--- src/rtl/mul_sequencer.sv ---
// Execute-stage multiply sequencer: issues one request to the 32x32 multiplier, waits for the result,
// then writes it back through the shared register-file port (RdLo, then RdHi for long forms).
module mul_sequencer #(
  parameter int MUL_LATENCY = 1,
  parameter int REG_AW      = 4
) (
  input  logic              clk,
  input  logic              rst,
  input  logic              i_start,
  input  logic              i_long,
  input  logic              i_sign,
  input  logic              i_accum,
  input  logic              i_setf,
  input  logic [31:0]       i_rm,
  input  logic [31:0]       i_rs,
  input  logic [31:0]       i_acc_lo,
  input  logic [31:0]       i_acc_hi,
  input  logic [REG_AW-1:0] i_rd_lo,
  input  logic [REG_AW-1:0] i_rd_hi,
  input  logic              i_flush,
  output logic              o_busy,
  output logic              o_mul_vld,
  output logic              o_mul_sign,
  output logic [31:0]       o_mul_op1,
  output logic [31:0]       o_mul_op2,
  output logic [63:0]       o_mul_acc,
  input  logic              i_mul_vld,
  input  logic [63:0]       i_mul_result,
  output logic              o_wb_en,
  input  logic              i_wb_gnt,
  output logic [REG_AW-1:0] o_wb_addr,
  output logic [31:0]       o_wb_data,
  output logic              o_flag_we,
  output logic              o_flag_n,
  output logic              o_flag_z,
  output logic              o_done
);

  typedef enum logic [2:0] {IDLE, ISSUE, WAIT, WB_LO, WB_HI} state_t;

  // Counter reaches 0 in the first WAIT cycle a result may legally be sampled.
  localparam logic [3:0] CNT_LOAD = 4'(MUL_LATENCY - 1);

  state_t              state, state_nxt;
  logic [3:0]          cnt;
  logic                op_long, op_sign, op_setf;
  logic [31:0]         op_rm, op_rs;
  logic [63:0]         op_acc, res;
  logic [REG_AW-1:0]   op_rd_lo, op_rd_hi;
  logic                final_wr;

  function automatic logic [63:0] acc_form(input logic accum, input logic long_op,
                                           input logic [31:0] lo, input logic [31:0] hi);
    if (!accum)
      return 64'd0;
    return long_op ? {hi, lo} : {32'd0, lo};
  endfunction

  always_ff @(posedge clk or posedge rst) begin
    if (rst)
      state <= IDLE;
    else
      state <= state_nxt;
  end

  always_comb begin
    state_nxt = state;
    case (state)
      IDLE:    if (i_start) state_nxt = ISSUE;
      ISSUE:   state_nxt = WAIT;
      WAIT:    if (cnt == 4'd0 && i_mul_vld) state_nxt = WB_LO;
      WB_LO:   if (i_wb_gnt) state_nxt = op_long ? WB_HI : IDLE;
      WB_HI:   if (i_wb_gnt) state_nxt = IDLE;
      default: state_nxt = IDLE;
    endcase
    if (i_flush)
      state_nxt = IDLE;
  end

  always_ff @(posedge clk or posedge rst) begin
    if (rst) begin
      cnt      <= 4'd0;
      op_long  <= 1'b0;
      op_sign  <= 1'b0;
      op_setf  <= 1'b0;
      op_rm    <= 32'd0;
      op_rs    <= 32'd0;
      op_acc   <= 64'd0;
      op_rd_lo <= '0;
      op_rd_hi <= '0;
      res      <= 64'd0;
    end else begin
      if (state == IDLE && state_nxt == ISSUE) begin
        op_long  <= i_long;
        op_sign  <= i_sign & i_long;
        op_setf  <= i_setf;
        op_rm    <= i_rm;
        op_rs    <= i_rs;
        op_acc   <= acc_form(i_accum, i_long, i_acc_lo, i_acc_hi);
        op_rd_lo <= i_rd_lo;
        op_rd_hi <= i_rd_hi;
      end
      if (state == ISSUE)
        cnt <= CNT_LOAD;
      else if (state == WAIT && cnt != 4'd0)
        cnt <= cnt - 4'd1;
      if (state == WAIT && state_nxt == WB_LO)
        res <= i_mul_result;
    end
  end

  // A flush in the current cycle suppresses every write-side effect immediately.
  always_comb begin
    o_busy     = (state != IDLE);
    o_mul_vld  = (state == ISSUE);
    o_mul_sign = op_sign;
    o_mul_op1  = op_rm;
    o_mul_op2  = op_rs;
    o_mul_acc  = op_acc;
    o_wb_en    = (state == WB_LO || state == WB_HI) && !i_flush;
    o_wb_addr  = (state == WB_HI) ? op_rd_hi : op_rd_lo;
    o_wb_data  = (state == WB_HI) ? res[63:32] : res[31:0];
    final_wr   = o_wb_en && i_wb_gnt && ((state == WB_LO && !op_long) || state == WB_HI);
    o_done     = final_wr;
    o_flag_we  = final_wr && op_setf;
    o_flag_n   = o_flag_we && (op_long ? res[63] : res[31]);
    o_flag_z   = o_flag_we && (op_long ? (res == 64'd0) : (res[31:0] == 32'd0));
  end

endmodule

--- config.mk ---
export PLATFORM = sky130hd
export DESIGN_NAME = mul_sequencer
export DESIGN_NICKNAME = d
export VERILOG_FILES = /design/src/rtl/mul_sequencer.sv
export SDC_FILE = /design/constraint.sdc
export NUM_CORES = 1
export LEC_CHECK = 0
export CORE_UTILIZATION = 40
export CTS_BUF_LIST = sky130_fd_sc_hd__clkbuf_2 sky130_fd_sc_hd__clkbuf_4 sky130_fd_sc_hd__clkbuf_8
export CTS_CLUSTER_SIZE = 24
export DETAILED_ROUTE_END_ITERATION = 10
export PLACE_DENSITY = 0.79
export SETUP_SLACK_MARGIN = 0.5
export SYNTH_ARGS = -nofsm -noshare
export SYNTH_HDL_FRONTEND = slang
export SYNTH_SLANG_ARGS = --single-unit
export TNS_END_PERCENT = 100
--- constraint.sdc ---
create_clock -name clk -period 8.4 [get_ports clk]
set_clock_uncertainty 0.15 [all_clocks]
set_input_delay 2.52 -clock clk [delete_from_list [all_inputs] [get_ports clk]]
set_output_delay 2.52 -clock clk [all_outputs]
set_load 0.02 [all_outputs]
==> metrics.txt <==
status complete, but fails checks; failing checks DRC; Seq/Total Area, Yosys 57.4%; hpwl dp 19400 um; Setup Crit Path Kind input pin to output pin; CTS resizes 0; Critical Path Start Type input pin; clock sink total 210; synthesis-to-layout area growth 50.1%; diodes inserted 0; min cycle time layout 7.14 ns; Residual DRC 2; Hold-fix buffers, CTS 0; I/O pin count 382; Fin Hold WS 0.313 ns; vias in the first global route 7957; PortBufs 381; worst slew pin tran 1.07 ns; Nets 1511; Hold Vio Cnt, Final 0; leakage power total 0.00675 uW; FILL cells 1838; total CTS buffers 37; CTS tree done; initial antenna violation count 0; DR iter-0 viols 501; fin. max-slew vios 0; pwr/cell area 266 nW/um^2; Fmax achieved 140 MHz; DR WL/cell 17.5 um; Final Setup Violations 0; share of flip-flops with an asynchronous set or reset 100%; Rel. slew slack 28.4%; clock-pin slew on the worst setup and hold paths 0.05 ns; GR Overflow Total 0; Mean Syn Cell Area 9.90 sq um; Post CTS Setup Buffer Count 0; Cell Area, Synth 9160 sq um; DR vias/cell 4.96; 1st-pass router iterations 8; DIE WIDTH 153 um; Hold Crit Class flop to flop; Post-synth EDFFs 0; RSZ-0062 raised after global routing no; Core ar. 22600 sq um; Post-Syn Nets 1137; largest net degree at the start of global routing 109; GRT Util Overall 23.7%; Cells after Synth 925; Post-DRT Antenna Nets 0; Distinct cells, synth 40; routed vias 7956; full die area 23500 sq um; CTS H-Tree Depth 2; total negative setup slack 0 ns; Critical Path RT 5.73 ns; Max IR drop VDD 0.158 mV; Final period util 85.0%; Max Root-Sink Buffers 3; Yosys reg bits 210; CP Max Fanout 5; Arrival @ worst endpoint 4.47 ns; Worst Setup End Kind output pin; synth warn 0; Max-Cap Viols 0; Final Power 3660 uW; initial cell density of the core 40.6%; gp weighted congestion 0.797; root buf cell clkbuf_8; prevailing post-synth register cell dfrtp_1; Rows 55; commonest non-fill, non-tap cell in the layout nand2_1; Clock Latency Late Sink 0.50 ns; Post-Route WL 28000 um; most frequent cells in the layout 464 x nand2_1, 381 x clkdlybuf4s50_1, 210 x dfrtp_1, 66 x nand3_1, 60 x mux2_4; die height 153 um; first-pass GRT wire length 43600 um; layout cells sized above 1 10.6%
## flip-flops by register name, summed over array words and instances (netlist names)
signal      flops
op_long         1
o_mul_acc      64
o_mul_sign      1
op_rd_lo        4
op_rd_hi        4
res            64
state           3
o_mul_op1      32
cnt             4
o_mul_op2      32
op_setf         1
## area by class of cell
type	instances	area, sq um	share of cell area [%]
Clock buffer	55	694	5.05
Timing Repair Buffer	391	3900	28.4
Inverter	5	22.5	0.164
Tap cell	285	357	2.59
Sequential cell	210	5260	38.2
Clock inverter	3	42.5	0.309
Multi-Input combinational cell	654	3480	25.3
## cell families (layout without fill, tap and decap cells)
group / count (synthesis) / in the layout / share of synthesized area (%)
AND/OR/NAND/NOR: 576 / 576 / 26.1
flip-flops: 210 / 210 / 57.4
multiplexers: 65 / 65 / 10.4
buffers and inverters: 61 / 454 / 4.88
AO/OA/AOI/OAI: 8 / 8 / 0.669
XOR/XNOR: 3 / 3 / 0.287
adder cells (fa/ha/maj): 2 / 2 / 0.273
## worst max-delay path, stage by stage
cell,delay [ns]
clkdlybuf4s50_1,0.57
o211a_1,0.19
nand2_1,0.15
nor4b_1,0.34
clkdlybuf4s50_1,0.69
## cell usage after synthesis, types with 2 or more instances
cell	instances	area share, %
mux2_2	4	0.49
inv_1	5	0.20
buf_2	15	0.82
a21oi_1	2	0.11
nor4b_1	2	0.19
ha_1	2	0.27
xnor2_1	3	0.29
nor4_1	17	1.2
clkbuf_1	21	0.86
mux2_4	60	9.8
nor3_1	2	0.11
nand3_1	66	3.6
nor2_1	7	0.29
buf_6	13	1.6
nand2_1	464	19
nand4_1	4	0.27
dfrtp_1	210	57
buf_12	6	1.3
## path summary, 6_finish.rpt
check	from	to	slack [ns]	depth (start not counted)
max	i_wb_gnt	o_flag_z	1.26	5
min	o_mul_acc[18]$_DFFE_PP0P_	o_mul_acc[18]$_DFFE_PP0P_	0.31	2
max reg2reg	state[0]$_DFF_PP0_	res[36]$_DFFE_PP0P_	5.25	5
min reg2reg	o_mul_acc[18]$_DFFE_PP0P_	o_mul_acc[18]$_DFFE_PP0P_	0.31	2
max in group asynchronous	rst	op_rd_lo[2]$_DFFE_PP0P_	4.35	3
min in group asynchronous	rst	res[43]$_DFFE_PP0P_	2.48	2
## per-layer routing
layer  GRT usage [%]  vias to the layer above  wire length, um
met5               0                        -                0
met4            9.10                        0              870
met3            6.97                       64             2280
met2            38.7                      344            13600
met1            29.7                     3845            11300
li1                -                     3703                -
## metrics by stage
stage	util, %	setup WS [ns]	std cells	instance area [sq um]
after floorplan	-	2.02	925	9170
after global placement	57.7	1.31	1545	13000
after detailed placement	57.7	1.27	1545	13000
after CTS	60.9	1.27	1603	13800
after global routing	60.9	1.18	1603	13800
final	60.9	1.26	1603	13800
## power breakdown
part	internal (uW)	switching, uW	leakage (uW)	total (uW)
sequential	1270	203	0.00265	1470
combinational	656	570	0.00372	1230
clock	553	406	0.000388	959
Note: power is estimated with default switching activity, not from simulation.
